### src/rtl/mem_wb_stage.sv
// mem_wb_stage: M-stage data-memory access with ready handshake, timeout abort and W-stage register
module mem_wb_stage #(
  parameter int DATA_W      = 32,
  parameter int REG_W       = 5,
  parameter int TIMEOUT_CYC = 255
) (
  input  logic              clk,
  input  logic              reset,
  input  logic              RegWriteM,
  input  logic [1:0]        ResultSrcM,
  input  logic              MemWriteM,
  input  logic [DATA_W-1:0] ALUResultM,
  input  logic [DATA_W-1:0] WriteDataM,
  input  logic [REG_W-1:0]  RdM,
  input  logic [DATA_W-1:0] PCPlus4M,
  output logic              MemReq,
  output logic              MemWe,
  output logic [DATA_W-1:0] MemAddr,
  output logic [DATA_W-1:0] MemWdata,
  input  logic              MemReady,
  input  logic [DATA_W-1:0] MemRdata,
  output logic              StallM,
  output logic              RegWriteW,
  output logic [1:0]        ResultSrcW,
  output logic [DATA_W-1:0] ALUResultW,
  output logic [DATA_W-1:0] ReadDataW,
  output logic [REG_W-1:0]  RdW,
  output logic [DATA_W-1:0] PCPlus4W,
  output logic              MemErr
);
  localparam int CNT_W = $clog2(TIMEOUT_CYC) + 1;
  typedef enum logic {IDLE, WAIT} state_t;
  state_t state, state_n;
  logic [CNT_W-1:0] cnt;
  logic in_wait, tmo;
  logic l_rw, l_we;
  logic [1:0] l_rs;
  logic [DATA_W-1:0] l_addr, l_wdata, l_pc;
  logic [REG_W-1:0] l_rd;
  logic cur_rw;
  logic [1:0] cur_rs;
  logic [DATA_W-1:0] cur_pc;
  logic [REG_W-1:0] cur_rd;
  assign in_wait = state == WAIT;
  // In WAIT every request field and retiring field comes from the latched copy, so the
  // memory sees a stable request whatever upstream does with the M inputs.
  always_comb begin
    MemReq   = in_wait | MemWriteM | (ResultSrcM == 2'b01);
    MemWe    = in_wait ? l_we : MemWriteM;
    MemAddr  = in_wait ? l_addr : ALUResultM;
    MemWdata = in_wait ? l_wdata : WriteDataM;
    cur_rw   = in_wait ? l_rw : RegWriteM;
    cur_rs   = in_wait ? l_rs : ResultSrcM;
    cur_rd   = in_wait ? l_rd : RdM;
    cur_pc   = in_wait ? l_pc : PCPlus4M;
    tmo      = in_wait & ~MemReady & (cnt == CNT_W'(TIMEOUT_CYC - 1));
    StallM   = MemReq & ~MemReady & ~tmo;
    state_n  = StallM ? WAIT : IDLE;
  end
  // State, wait counter, request latch, W-stage registers and sticky error flag.
  always_ff @(posedge clk or posedge reset) begin
    if (reset) begin
      state      <= IDLE;
      cnt        <= '0;
      l_rw       <= 1'b0;
      l_we       <= 1'b0;
      l_rs       <= 2'b00;
      l_addr     <= '0;
      l_wdata    <= '0;
      l_rd       <= '0;
      l_pc       <= '0;
      RegWriteW  <= 1'b0;
      ResultSrcW <= 2'b00;
      ALUResultW <= '0;
      ReadDataW  <= '0;
      RdW        <= '0;
      PCPlus4W   <= '0;
      MemErr     <= 1'b0;
    end else begin
      state <= state_n;
      cnt   <= (in_wait & StallM) ? cnt + 1'b1 : '0;
      if (!in_wait) begin
        l_rw    <= RegWriteM;
        l_we    <= MemWriteM;
        l_rs    <= ResultSrcM;
        l_addr  <= ALUResultM;
        l_wdata <= WriteDataM;
        l_rd    <= RdM;
        l_pc    <= PCPlus4M;
      end
      if (StallM) RegWriteW <= 1'b0;
      else begin
        RegWriteW  <= cur_rw;
        ResultSrcW <= cur_rs;
        ALUResultW <= MemAddr;
        RdW        <= cur_rd;
        PCPlus4W   <= cur_pc;
        if (tmo) ReadDataW <= '0;
        else if (cur_rs == 2'b01) ReadDataW <= MemRdata;
      end
      if (tmo) MemErr <= 1'b1;
    end
  end
endmodule
### config.mk
export PLATFORM = sky130hd
export DESIGN_NAME = mem_wb_stage
export DESIGN_NICKNAME = d
export VERILOG_FILES = /design/src/rtl/mem_wb_stage.sv
export SDC_FILE = /design/constraint.sdc
export NUM_CORES = 1
export LEC_CHECK = 0
export CORE_MARGIN = 1.5
export CORE_UTILIZATION = 47
export CTS_BUF_LIST = sky130_fd_sc_hd__clkbuf_4
export DETAILED_ROUTE_END_ITERATION = 6
export GPL_TIMING_DRIVEN = 0
export PLACE_DENSITY = 0.85
export SYNTH_ARGS = -nofsm -noshare
export SYNTH_HDL_FRONTEND = slang
export SYNTH_SLANG_ARGS = --single-unit
### constraint.sdc
create_clock -name clk -period 9.4 [get_ports clk]
set_input_delay 1.88 -clock clk [delete_from_list [all_inputs] [get_ports clk]]
set_output_delay 1.88 -clock clk [all_outputs]
set_load 0.02 [all_outputs]
== After elaboration in Yosys (flattened, before gate mapping) ==
Index checks and enable logic that the tools add are counted.

* Register bits after elaboration: 220
* Input bits: 140
* Output and inout bits: 172
* Word-level logic and storage cells: 44

* Add/sub/neg operators: 1
* Eq/ne operators: 3
* Mux-type cells: 12
* Bitwise logic cells: 10
* Reductions and logical operators: 2

{| class="wikitable"
|+ Operators by type and width
! cell !! count
|-
| $mux 32 || 5
|-
| $add 9x1->9 const B || 1
|-
| $eq 9x8->1 const B || 1
|-
| $mux 9 || 1
|-
| $and 1x1->1 || 5
|-
| $mux 5 || 1
|-
| $eq 2x1->1 const B || 2
|-
| $mux 1 || 4
|-
| $not 1->1 || 3
|-
| $mux 2 || 1
|-
| $or 1x1->1 || 2
|-
| $reduce_and 2->1 || 1
|-
| $reduce_bool 2->1 || 1
|}

== Logic depth before layout (Yosys ltp) ==
Gate-level depths: netlist of the first run.

* Depth in word-level cells: 7
* Gate-level depth with buffers: 7
* Depth with buffers taken out: 6

== Worst setup path after synthesis of the first run ==
OpenSTA, ideal clock, no wires.

* Kind: input to output
* From: input ResultSrcM[1]
* To: output StallM
* Arrival time: 2.695 ns
* Required time: 7.520 ns
* Setup slack: 4.825 ns
* Cell stages on the path: 5
* Path buffers: 1
* Cell sequence: nand2b_1 a21oi_4 nand2_4 buf_6 inv_2

* Word-level cells in the longest chain between the ends: 4

{| class="wikitable"
|+ RTL lines
! what !! RTL line !! RTL
|-
| from (decl) || 10 || <nowiki>input logic [1:0] ResultSrcM,</nowiki>
|-
| $eq 2x1->1 || 48 || <nowiki>MemReq = in_wait | MemWriteM | (ResultSrcM == 2'b01);</nowiki>
|-
| $or 1x1->1 || 48 ||
|-
| $and 1x1->1 (2 in a row) || 57 || <nowiki>StallM = MemReq & ~MemReady & ~tmo;</nowiki>
|-
| to (decl) || 22 || <nowiki>output logic StallM,</nowiki>
|}

No other way between the ends.

== Final worst setup path of the first run ==
Ends and elaborated chain as after synthesis.

==> results.toml, run 1 <==
[status]
outcome = "finished with violations"
violations = "design-rule violations"

[logic_synthesis]
synth-simple-area-share_pct = 3.86
syn_nets = 715
dominantRegCellSynth = "dfrtp_1"
yosysWarnings = 0
synth_area_leader_cell = "dfrtp_1"
synth_commonest_cells = "dfrtp_1, mux2_2, mux2_4, mux2_1, nand3_1"
synthCells = 573
synth.top_cell.area_share_pct = 62.7
synth_seq_cells = 220
ys_types = 33
synth-edff-count = 0
synth_top_family_by_area = "multiplexers"
synthesis.area_sq_mm = 0.00878
ys_async_sr_fraction_pct = 100
synth-seq-area-share_pct = 62.7
yosysMostFrequentCell = "dfrtp_1"
synth-xor-area-share_pct = 0.698
synth_compound_area_share_pct = 3.92
synthTopCellsByArea = "dfrtp_1, mux2_4, mux2_2"
synthMuxAreaShare_pct = 25.6
avgSynthCellArea_sq_um = 15.3
synth_adder_area_share_pct = 0.285

[routing]
dr_wl_met2_mm = 10.9
dr.max_layer_used = "met4"
wl_per_cell_microns = 18.0
wirelength_mm = 21.8
first_pass_iters = 7
drc = 19
vias = 6106
ant_nets = 0
route.layer.met1.wl_mm = 8.28
dr_wl_met3_mm = 2.15
first_iter_violations = 220
vias_per_cell = 5.04

[setup_path]
critPathLaunchType = "primary input"
crit_required_ps = 7520
endpoint_kind = "output port"
critPathKind = "primary input to output port"
critPathMaxFanout = 10
cp_data_arrival_time_ps = 3920

[cts]
cts_hold_buf = 0
path_clk_slew_ps = 50
clk-insertion-delay-late_ps = 630
h-tree-depth = 2
tritoncts = "yes"
clkSinkCount = 220
root_buffer = "clkbuf_4"
cts_made_buffers = 57
cts_resized = 0
cts_setup_buffers = 0
clockBufferDepth = 3

[placed_design]
placed_area_sq_mm = 0.0122
finalWeightedCongestion = 0.836
place_inst = 1115
dpl.hpwl_mm = 15.5
port-buffer-count = 311

[global_route]
grt_usage_pct = 22.3
grt_pass1_vias = 6600
grt_overflow = 0
grt_antenna_before_repair = 0
grt_pass1_wl_mm = 34.5
grt_max_degree = 88

[sta]
hold_ws_ps = 486
worst_slew_pin_slew_ps = 464
rsz0062_at_grt = "no"
fin_crit_ps = 5800
clock_skew_ps = 17.4
setup_viol = 0
slew_violations = 0
hold_viol = 0
max_clock_freq_mhz = 172
period_share_pct = 61.7
tns_ps = 0
slew_headroom_pct = 68.9

[finish]
layout.cells.non_filler = 1212
syn2layout_area_growth_pct = 47.5
nFillCells = 1268
fin_area_sq_mm = 0.0130
final_nets = 1087
drive_gt1_share_pct = 27.9
diodes = 0

[hold_path]
hp-class = "register to register"

[pwr]
internal_power_w = 0.00193
powerDensity_mw_per_mm2 = 209
comb_power_share_pct = 27.9
switching_share_pct = 28.8
max-vdd-ir-drop_v = 0.000144
clkPwrFrac_pct = 29.8
p_seq_share_pct = 42.3
power_w = 0.00271
power.switching_w = 0.000780
p_leak_nw = 5.68

[floorplan]
die_y_microns = 140
fp.dieArea_sq_mm = 0.0195
die_w_microns = 140
num_rows = 49
io_pins = 312
core-area_sq_mm = 0.0181
initial_core_util_pct = 48.4

[run]
maxCapViolations = 0
stage by stage:
stage	worst slack, ps	utilization (%)
2_1_floorplan	1500	-
3_3_place_gp	-1270	67.1
3_5_place_dp	3600	67.5
4_1_cts	3590	71.4
5_1_grt	3490	71.4
6_report	3600	71.4
layout make-up:
| type | instances | area, sq um | share of cell area, % |
|---|---|---|---|
| sequential | 220 | 5510 | 42.5 |
| timing repair buffer | 313 | 3170 | 24.4 |
| multi-input combinational | 314 | 3010 | 23.3 |
| clock buffer | 93 | 698 | 5.39 |
| tap | 229 | 287 | 2.21 |
| buffer | 36 | 254 | 1.96 |
| inverter | 3 | 18.8 | 0.145 |
| clock inverter | 4 | 15.0 | 0.116 |
flip-flops by register name, summed over array words and instances (netlist names):
signal	count
ALUResultW	32
MemErr	1
PCPlus4W	32
RdW	5
ReadDataW	32
RegWriteW	1
ResultSrcW	2
cnt	9
in_wait	1
l_addr	32
l_pc	32
l_rd	5
l_rs	2
l_rw	1
l_wdata	32
l_we	1
layout by cell type, fill, tap and decap left out, types with 3 or more instances in the layout:
cell type        count
o21ai_1             21
dfrtp_1            220
nand2_1              3
clkinv_1             3
mux2_2              70
nor2_1              10
nand3_1             36
mux2_1              36
o21ai_0             11
clkbuf_1             5
buf_6               12
mux2_4              70
a21oi_1             32
xor2_1               5
clkbuf_4            93
clkdlybuf4s50_1    311
buf_2               17
worst max-delay path, cell delays in order:
cell and delay, ps:
clkdlybuf4s50_1 430, nand2b_1 230, a21oi_4 280, nand2_4 200, buf_6 220, inv_2 60
clkdlybuf4s50_1 610
power by group through the flow:
stage	combinational (W)	clock, W	sequential, W
2_1_floorplan	0.000284	0	0.00126
3_3_place_gp	0.000743	0	0.00116
3_5_place_dp	0.000759	0	0.00116
4_1_cts	0.000762	0.000837	0.00115
5_1_grt	0.000795	0.000885	0.00116
6_report	0.000755	0.000807	0.00115
layer usage:
metal,vias to the layer above,GRT usage (%)
met1,3006,25.8
met5,-,0
met2,277,38.1
li1,2784,-
met3,39,8.40
met4,0,7.59
worst paths after layout:
path,slack [ps],startpoint,cells past startpoint,endpoint
max in group asynchronous,6970,reset,3,PCPlus4W[25]
worst max register to register,7520,cnt[0],7,ALUResultW[1]
worst min register to register,490,l_wdata[30],1,l_wdata[30]
min in group asynchronous,1650,reset,2,l_addr[23]
worst max-delay path,3600,ResultSrcM[1],7,StallM
worst min-delay path,490,l_wdata[30],1,l_wdata[30]
kinds of logic after synthesis:
kind of cell,Yosys count
fa+ha+maj,2
simple gates,63
xor+xnor,7
buf+inv,39
flops,220
mux,176
compound gates,66
No activity file was read; power rests on OpenSTA's default activity.
==> inputs of run 2 (changes only) <==
==> constraint.sdc (replaced) <==
create_clock -name clk -period 5.4 [get_ports clk]
set_input_delay 1.08 -clock clk [delete_from_list [all_inputs] [get_ports clk]]
set_output_delay 1.08 -clock clk [all_outputs]
set_load 0.02 [all_outputs]
==> run 2 against run 1 <==
The flow still finishes with violations (design-rule violations). Final cell count shrank 0.25%. First-iteration DRC count grew 12%. Total power grew 72%. Die area is the same. Highest routed layer unchanged. Critical path type unchanged. Core utilization shrank 0.076 points. Largest cell class unchanged. Worst hold slack lost 5.6 ps. Register-to-register slack lost 4000 ps. Clock skew grew 22 ps. Sequential power grew 74%. Flip-flop and latch count is the same. Non-clock buffer count grew 3.
==> results.toml, run 2 (synthesis results as in run 1) <==
[pwr]
comb_power_share_pct = 28.3
switching_share_pct = 29.3
p_leak_nw = 5.66
clkPwrFrac_pct = 28.7
power.switching_w = 0.00136
p_seq_share_pct = 43.0
powerDensity_mw_per_mm2 = 359
internal_power_w = 0.00329
max-vdd-ir-drop_v = 0.000263

[sta]
slew_violations = 0
setup_viol = 0
max_clock_freq_mhz = 241
clock_skew_ps = 39.8
worst_slew_pin_slew_ps = 671
slew_headroom_pct = 55.2
fin_crit_ps = 4150
period_share_pct = 76.8
rsz0062_at_grt = "no"
hold_viol = 0
hold_ws_ps = 480

[cts]
path_clk_slew_ps = 50
clockBufferDepth = 3
root_buffer = "clkbuf_4"
clk-insertion-delay-late_ps = 650
tritoncts = "yes"
h-tree-depth = 2
cts_made_buffers = 56
cts_hold_buf = 0
cts_setup_buffers = 0
clkSinkCount = 220
cts_resized = 0

[setup_path]
worst-path-stages = 7
cp_top_family = "buffers and inverters"
critPathKind = "primary input to output port"
r2r_cells = 7
endpoint_kind = "output port"
regToRegSetupSlack_ps = 3530
path_cells = "clkdlybuf4s50_1, nand2b_1, a21oi_4, nand2_4, buf_6, inv_2, clkdlybuf4s50_1"
cp_slowest_cell = "clkdlybuf4s50_1"
cp_data_arrival_time_ps = 3070
crit_start = "ResultSrcM[1]"
cpPeakStageDelay_ps = 610
critPathMaxFanout = 10
critPathLaunchType = "primary input"
cpMostUsedCell = "clkdlybuf4s50_1"
r2r-end = "PCPlus4W[26]"
crit_required_ps = 4320
r2r_start = "cnt[0]"
endpoint = "StallM"
worst-path-buf-inv = 4

[finish]
layout.cells.non_filler = 1209
final_cell_mix = "clkdlybuf4s50_1, dfrtp_1, clkbuf_4"
final_nets = 1089
seq_area_sq_mm = 0.00551
drive_gt1_share_pct = 26.9
nFillCells = 1244
multi_input_area_sq_mm = 0.00301
final_common_cell = "clkdlybuf4s50_1"
syn2layout_area_growth_pct = 47.4

[placed_design]
port-buffer-count = 311
place_inst = 1118
dpl.hpwl_mm = 16.0
finalWeightedCongestion = 0.785

[floorplan]
core-area_sq_mm = 0.0181
fp.dieArea_sq_mm = 0.0195
die_y_microns = 140
initial_core_util_pct = 48.4
num_rows = 49
die_w_microns = 140
io_pins = 312

[routing]
wirelength_mm = 22.1
wl_per_cell_microns = 18.3
drc = 19
vias = 6067
ant_nets = 0
first_iter_violations = 246
first_pass_iters = 7
route.layer.met1.wl_mm = 8.36
vias_per_cell = 5.02
dr_wl_met3_mm = 1.79
dr_wl_met2_mm = 11.3
dr.max_layer_used = "met4"

[global_route]
grt_max_degree = 43
grt_overflow = 0
grt_pass1_wl_mm = 35.5
grt_usage_pct = 23.0
grt_pass1_vias = 6608
grt_antenna_before_repair = 1

[hold_path]
hp-class = "register to register"

[status]
outcome = "finished with violations"
violations = "design-rule violations"

[run]
maxCapViolations = 0
==> run 2: cell types whose count changed in the layout (fill, tap and decap cells not counted), moves of 2 or more <==
cell | previous run | this run
clkbuf_4 | 93 | 77
buf_16 | 2 | 0
clkinv_1 | 3 | 10
clkinv_2 | 0 | 2
buf_12 | 0 | 5
==> run 2: per-layer routing <==
metal | global-route usage, % | vias to the layer above
met4 | 9.42 | 0
met2 | 39.9 | 243
met5 | 0 | -
li1 | - | 2782
met1 | 26.8 | 2989
met3 | 6.95 | 53
==> run 2: worst min-delay path by stage <==
stage / end / from / slack, ps / depth (start not counted)
detailed placement: MemErr / MemErr / 470 / 1
CTS: MemErr / MemErr / 490 / 1
floorplan: l_rw / l_rw / 450 / 1
finish: MemErr / MemErr / 480 / 1
global placement: MemErr / MemErr / 450 / 1
global route: l_wdata[23] / l_wdata[23] / 500 / 1
==> run 2: per-stage QoR <==
step / util (%) / area [sq um] / power, W / TNS, ps / worst slack, ps
final: 71.3 / 12900 / 0.00465 / 0 / 1250
after global routing: 71.3 / 12900 / 0.00488 / 0 / 1140
after CTS: 71.3 / 12900 / 0.00471 / 0 / 1210
after detailed placement: 67.7 / 12300 / 0.00335 / 0 / 1230
after global placement: 67.2 / 12200 / 0.00331 / -44700 / -220
after floorplan: - / 8790 / 0.00270 / 0 / 1450
==> run 2: power groups by stage <==
| stage | registers, W | logic [W] | clock network [W] |
|---|---|---|---|
| after floorplan | 0.00220 | 0.000495 | 0 |
| after global placement | 0.00202 | 0.00129 | 0 |
| after detailed placement | 0.00202 | 0.00133 | 0 |
| after CTS | 0.00200 | 0.00133 | 0.00138 |
| after global routing | 0.00203 | 0.00139 | 0.00147 |
| final | 0.00200 | 0.00132 | 0.00134 |
==> run 2: final cells by class <==
class,count,area share (%)
Buffer,36,1.96
Timing Repair Buffer,316,24.8
Inverter,3,0.116
Clock inverter,13,0.599
Tap cell,229,2.21
Clock buffer,77,4.47
Sequential cell,220,42.5
Multi-Input combinational cell,314,23.3
Antenna cell,1,0.0193
==> inputs of run 3 (changes only) <==
==> constraint.sdc (replaced) <==
create_clock -name clk -period 3.92 [get_ports clk]
set_input_delay 0.784 -clock clk [delete_from_list [all_inputs] [get_ports clk]]
set_output_delay 0.784 -clock clk [all_outputs]
set_load 0.02 [all_outputs]
==> results of run 3 <==
Same layout as run 2 (identical final DEF). Status: finished with violations: design-rule violations.
Among the figures that moved: setup slack after placement 1230 ps -> 339 ps; clock-pin slew on the worst setup and hold paths 50 ps -> 60 ps; setup slack after layout 1250 ps -> 278 ps; start point of the critical path ResultSrcM[1] -> in_wait; end point of the critical path StallM -> MemWdata[19]; register-to-register setup slack 3530 ps -> 2050 ps; total power 0.00465 W -> 0.00641 W; worst IR drop on VDD 0.000263 V -> 0.000362 V
